--- src/rtl/uart_tx_wb.sv ---
// uart_tx_wb: Wishbone-programmed 8N1 UART transmitter with a TX FIFO and a TX-done interrupt.
module uart_tx_wb #(
  parameter int          FIFO_DEPTH = 8,
  parameter logic [15:0] DIV_RESET  = 16'd867
) (
  input  logic        clk_i,
  input  logic        reset_i,
  input  logic        wb_cyc_i,
  input  logic        wb_stb_i,
  input  logic        wb_we_i,
  input  logic [31:0] wb_adr_i,
  input  logic [31:0] wb_dat_i,
  input  logic [3:0]  wb_sel_i,
  output logic        wb_stall_o,
  output logic        wb_ack_o,
  output logic        wb_err_o,
  output logic [31:0] wb_dat_o,
  output logic        tx_o,
  output logic        irq_o
);
  localparam int PW = $clog2(FIFO_DEPTH);
  typedef enum logic [1:0] {IDLE, START, DATA, STOP} state_e;
  state_e      state_q;
  logic [7:0]  mem_q [FIFO_DEPTH];
  logic [PW-1:0] wr_q, rd_q;
  logic [4:0]  count_q, count_d;
  logic [15:0] div_q, div_d, cnt_q;
  logic [1:0]  ctrl_q, ctrl_d;
  logic [2:0]  bit_q;
  logic [7:0]  sh_q;
  logic        tx_q, irq_q, pend_q, ack_q, err_q;
  logic [31:0] dat_q, dat_d, status;
  logic        ack_d, err_d, accept, full, empty, busy, bit_end, push, pop, unused_bits;
  logic [1:0]  adr;
  assign unused_bits = ^{wb_adr_i[31:4], wb_adr_i[1:0], wb_dat_i[31:16], wb_sel_i[3:2]};
  assign accept  = wb_cyc_i & wb_stb_i;
  assign adr     = wb_adr_i[3:2];
  assign full    = count_q == 5'(FIFO_DEPTH);
  assign empty   = count_q == '0;
  assign busy    = state_q != IDLE;
  assign bit_end = cnt_q == '0;
  assign status  = {23'b0, count_q, pend_q, busy, empty, full};
  // Full is judged on the registered count, so a same-cycle pop never frees a slot for this push.
  assign push    = accept & wb_we_i & (adr == 2'd0) & wb_sel_i[0] & ~full;
  assign pop     = ctrl_q[0] & ~empty & ((state_q == IDLE) | ((state_q == STOP) & bit_end));
  assign err_d   = accept & (wb_we_i ? ((adr == 2'd1) | ((adr == 2'd0) & wb_sel_i[0] & full)) : (adr == 2'd0));
  assign ack_d   = accept & ~err_d;
  assign dat_d   = (accept & ~wb_we_i) ? (adr == 2'd1 ? status :
                                          adr == 2'd2 ? {16'b0, div_q} :
                                          adr == 2'd3 ? {30'b0, ctrl_q} : '0) : '0;
  assign count_d = count_q + 5'(push) - 5'(pop);
  assign div_d   = (accept & wb_we_i & (adr == 2'd2)) ?
                   {wb_sel_i[1] ? wb_dat_i[15:8] : div_q[15:8], wb_sel_i[0] ? wb_dat_i[7:0] : div_q[7:0]} : div_q;
  assign ctrl_d  = (accept & wb_we_i & (adr == 2'd3) & wb_sel_i[0]) ? wb_dat_i[1:0] : ctrl_q;
  assign wb_stall_o = 1'b0;
  assign wb_ack_o   = ack_q;
  assign wb_err_o   = err_q;
  assign wb_dat_o   = dat_q;
  assign tx_o       = tx_q;
  assign irq_o      = irq_q;
  always_ff @(posedge clk_i) begin
    if (push) mem_q[wr_q] <= wb_dat_i[7:0];
  end
  always_ff @(posedge clk_i or negedge reset_i) begin
    if (!reset_i) begin
      ack_q   <= 1'b0;
      err_q   <= 1'b0;
      dat_q   <= '0;
      wr_q    <= '0;
      rd_q    <= '0;
      count_q <= '0;
      div_q   <= DIV_RESET;
      ctrl_q  <= 2'b01;
      irq_q   <= 1'b0;
      pend_q  <= 1'b0;
    end else begin
      ack_q   <= ack_d;
      err_q   <= err_d;
      dat_q   <= dat_d;
      wr_q    <= push ? wr_q + PW'(1) : wr_q;
      rd_q    <= pop ? rd_q + PW'(1) : rd_q;
      count_q <= count_d;
      div_q   <= div_d;
      ctrl_q  <= ctrl_d;
      irq_q   <= ctrl_q[1] & empty & ~busy;
      pend_q  <= empty & ~busy;
    end
  end
  // The bit counter is reloaded only at bit boundaries, so a DIV write affects the next bit.
  always_ff @(posedge clk_i or negedge reset_i) begin
    if (!reset_i) begin
      state_q <= IDLE;
      cnt_q   <= '0;
      bit_q   <= '0;
      sh_q    <= '0;
      tx_q    <= 1'b1;
    end else begin
      case (state_q)
        IDLE: if (pop) begin
          state_q <= START;
          tx_q    <= 1'b0;
          cnt_q   <= div_q;
          sh_q    <= mem_q[rd_q];
        end
        START: if (bit_end) begin
          state_q <= DATA;
          tx_q    <= sh_q[0];
          cnt_q   <= div_q;
          bit_q   <= '0;
        end else cnt_q <= cnt_q - 16'd1;
        DATA: if (bit_end) begin
          cnt_q <= div_q;
          if (bit_q == 3'd7) begin
            state_q <= STOP;
            tx_q    <= 1'b1;
          end else begin
            bit_q <= bit_q + 3'd1;
            sh_q  <= {1'b0, sh_q[7:1]};
            tx_q  <= sh_q[1];
          end
        end else cnt_q <= cnt_q - 16'd1;
        STOP: if (bit_end) begin
          if (pop) begin
            state_q <= START;
            tx_q    <= 1'b0;
            cnt_q   <= div_q;
            sh_q    <= mem_q[rd_q];
          end else state_q <= IDLE;
        end else cnt_q <= cnt_q - 16'd1;
      endcase
    end
  end
endmodule

--- config.mk ---
export PLATFORM = sky130hd
export DESIGN_NAME = uart_tx_wb
export DESIGN_NICKNAME = d
export VERILOG_FILES = /design/src/rtl/uart_tx_wb.sv
export SDC_FILE = /design/constraint.sdc
export NUM_CORES = 1
export LEC_CHECK = 0
export CAP_MARGIN = 20
export CORE_UTILIZATION = 32
export CTS_CLUSTER_SIZE = 24
export DETAILED_ROUTE_END_ITERATION = 6
export HOLD_SLACK_MARGIN = 0.08
export SLEW_MARGIN = 20
export SYNTH_ARGS = -nofsm -noshare
export SYNTH_HDL_FRONTEND = slang
export SYNTH_SLANG_ARGS = --single-unit
--- constraint.sdc ---
create_clock -name clk_i -period 4.9 [get_ports clk_i]
set_input_delay 0.98 -clock clk_i [delete_from_list [all_inputs] [get_ports clk_i]]
set_output_delay 0.98 -clock clk_i [all_outputs]
set_load 0.01 [all_outputs]
==> run_results.csv <==
group,metric,value,unit
clocking,cts_tree,"yes",
drt,drt-met1-wl,6.21,mm
global_route,gr-total-overflow,0,
floorplanning,coreArea,20500,sq um
clocking,clk_latency,0.43,ns
drt,vias,4357,
timing,fmax,258,MHz
setup_path,r2r_slack,1.02,ns
hold_path,hp-class,"flop to flop",
synth,synth-edff-count,64,
timing,final-max-slew-violation-count,0,
clocking,cts_hold_buf,0,
floorplanning,rows,52,
setup_path,cp.required,5.20,ns
synth,synth_cell_types,62,
setup_path,critPathMaxFanout,15,
placed_design,place_ws,1.09,ns
timing,min_period,3.88,ns
synth,synth_top_cell_by_area,"edfxtp_1",
drt,vias_per_cell,5.11,
clocking,cts_buffers,17,
drt,highest_layer,"met4",
timing,skew,0.00871,ns
timing,fin_ws,1.02,ns
drt,dr_wl_met3,642,um
synth,synth_ff_type,"dfrtp_1",
synth,ys_seq_elements,143,
setup_path,crit_type,"flop to flop",
clocking,h-tree-depth,4,
clocking,ctsResizeCount,0,
floorplanning,dieWidth,148,um
drt,routed_wl,14.3,mm
global_route,antenna_found_initial,0,
timing,rsz0062_at_grt,"false",
floorplanning,die_area,21800,sq um
drt,firstDrtPassIters,4,
drt,wl_per_cell,16.7,um
setup_path,endpoint_kind,"flop",
layout,nets,661,
drt,ant_nets,0,
power_and_ir_drop,leakage,3.11,nW
timing,finalHoldViolations,0,
layout,antenna_cells,0,
placed_design,hpwl,9.72,mm
clocking,cts-root-buf,"clkbuf_16",
power_and_ir_drop,ir_drop,0.000265,V
global_route,grt_max_degree,80,
global_route,grt_pass1_wl,23.4,mm
synth,ys_warn_count,0,
timing,max_slew_margin,40.7,%
clocking,clk_pin_slew,0.06,ns
drt,drc,0,
clocking,cts_setup_buffers,0,
clocking,clkSinkCount,143,
synth,yosys.area.top_type_share,28.4,%
synth,synth-async-reset-ratio,55.2,%
timing,setup_tns,0,ns
timing,setup_violations,0,
synth,synth-seq-area-share,57.7,%
power_and_ir_drop,powerDensity,556,nW/um^2
floorplanning,die_h,148,um
layout,area_delta_synth_final,19.1,%
placed_design,place_congestion,0.818,
floorplanning,io_pins,110,
outcome,outcome,"finished, final reports clean",
layout,drive_gt1_share,17.8,%
synth,synthCells,525,
timing,min_period_over_period,79.2,%
drt,wl_met2,7.14,mm
global_route,grt_use_total,13.9,%
setup_path,crit_arrival,4.18,ns
setup_path,start_kind,"flop",
synth,syn_area,6780,sq um
placed_design,io_buffers,44,
synth,ys_top_cells_by_area,"edfxtp_1 (28%), dfrtp_1 (26%), mux4_2 (5.3%), mux2_2 (4.7%), ha_1 (3.1%)",
run,cap_violations,0,
timing,worst_pin_slew,0.886,ns
clocking,clock_path_buffers,2,
global_route,first_global_vias,4432,
floorplanning,start_util,33.1,%
drt,drt_iter0_markers,298,
synth,syn_area_per_cell,12.9,sq um
==> registers in the layout, summed over array words and instances, names as in the netlist <==
signal / count
rd_q: 3
irq_o: 1
cnt_q: 16
wb_ack_o: 1
wb_dat_o: 16
div_q: 16
state_q: 2
mem_q: 64
ctrl_q: 2
pend_q: 1
count_q: 5
wr_q: 3
wb_err_o: 1
bit_q: 3
sh_q: 8
tx_o: 1
==> worst max-delay path: stages (launching register included) <==
cell and delay (ns):
dfrtp_1 0.45, inv_1 0.09, ha_1 0.29, nor3b_1 0.60, and2_0 0.43, a31oi_4 0.25, inv_4 0.29, ha_1 0.29
inv_1 0.06, ha_1 0.15, inv_1 0.06, fa_1 0.39, inv_1 0.07, a21oi_1 0.05, nor2_1 0.09, nor2_1 0.06
xnor2_1 0.12
==> cell type report <==
cell class | instances | area, sq um
inverter | 18 | 70.1
fill | 1897 | 12400
clock inverter | 14 | 206
clock buffer | 18 | 429
timing repair buffer | 51 | 494
tap | 270 | 338
multi-input combinational | 339 | 2620
sequential | 143 | 3910
==> logic make-up (layout without fill, tap and decap cells) <==
logic type | Yosys count | after routing | synth area share [%]
XOR/XNOR | 17 | 17 | 2.20
AO/OA/AOI/OAI | 89 | 89 | 8.99
AND/OR/NAND/NOR | 137 | 137 | 10.6
multiplexers | 61 | 61 | 12.6
buffers and inverters | 59 | 101 | 4.50
flip-flops | 143 | 143 | 57.7
other | 1 | 17 | 0.0553
adder cells (fa/ha/maj) | 18 | 18 | 3.43
==> placed cells by master, fill, tap and decap left out, types with 6 or more instances in the layout <==
cell and count:
clkdlybuf4s50_1 43, clkbuf_16 17, mux2i_1 16, nand3_1 6
edfxtp_1 64, dfrtp_1 70, a21oi_1 20, xnor2_1 8
nor2_1 36, nor3_1 8, dfstp_2 8, conb_1 17
mux2_2 28, o22ai_1 9, o21ai_0 20, xor2_1 9
mux4_2 16, inv_1 16, nand2_1 33, ha_1 17
nor4_1 9, and2_1 7, a22oi_1 9, buf_4 7
==> power breakdown <==
part / internal, mW / switching (mW) / leakage [nW] / total, mW
sequential: 1.43 / 0.265 / 1.59 / 1.70
combinational: 0.653 / 0.749 / 1.21 / 1.40
clock: 0.863 / 0.525 / 0.311 / 1.39
==> routing by layer <==
| metal | GRT usage (%) | up-vias |
|---|---|---|
| li1 | - | 2010 |
| met1 | 17.7 | 2200 |
| met2 | 22.8 | 127 |
| met3 | 3.46 | 20 |
| met4 | 5.57 | 0 |
| met5 | 0 | - |
==> per-stage QoR <==
stage               area (sq um)  power, mW  instances  hold WS, ns  util (%)
floorplan                   6840       2.76        541        0.467         -
detailed placement          7430       3.12        821        0.496      36.3
global route                8070       4.74        853        0.520      39.4
global placement            7430       3.05        821        0.487      36.3
finish                      8070       4.49        853        0.506      39.4
CTS                         8070       4.51        853        0.510      39.4
==> Yosys cell counts, drive strengths merged (2+ instances only) <==
cell type  number
a31oi           6
nor3b           2
clkbuf         15
nor2b           5
ha             17
o22ai           9
a221o           2
nand3b          3
buf            26
a21oi          20
mux2i          16
nor3            8
mux4           16
a211o           2
dfstp           8
nor4           10
a31o            2
a22oi           9
nand2          33
a21o            2
o21ai          21
a22o            3
nand4           2
edfxtp         64
nor4b           3
dfrtp          71
nand3           6
a32oi           3
a41oi           2
nor2           36
xor2            9
xnor2           8
mux2           29
inv            17
or4             5
or2             2
and2            8
and3            7
o211ai          2
nand2b          4
==> final timing paths <==
| check | startpoint | depth (start not counted) | end |
|---|---|---|---|
| hold reg to reg | div_q[15] | 1 | wb_dat_o[15] |
| setup reg to reg | cnt_q[0] | 16 | count_q[4] |
| hold / removal | div_q[15] | 1 | wb_dat_o[15] |
| setup / recovery | cnt_q[0] | 16 | count_q[4] |
| min in group asynchronous | reset_i | 1 | wb_dat_o[13] |
| max in group asynchronous | reset_i | 1 | rd_q[0] |
Note: power is estimated with default switching activity, not from simulation.
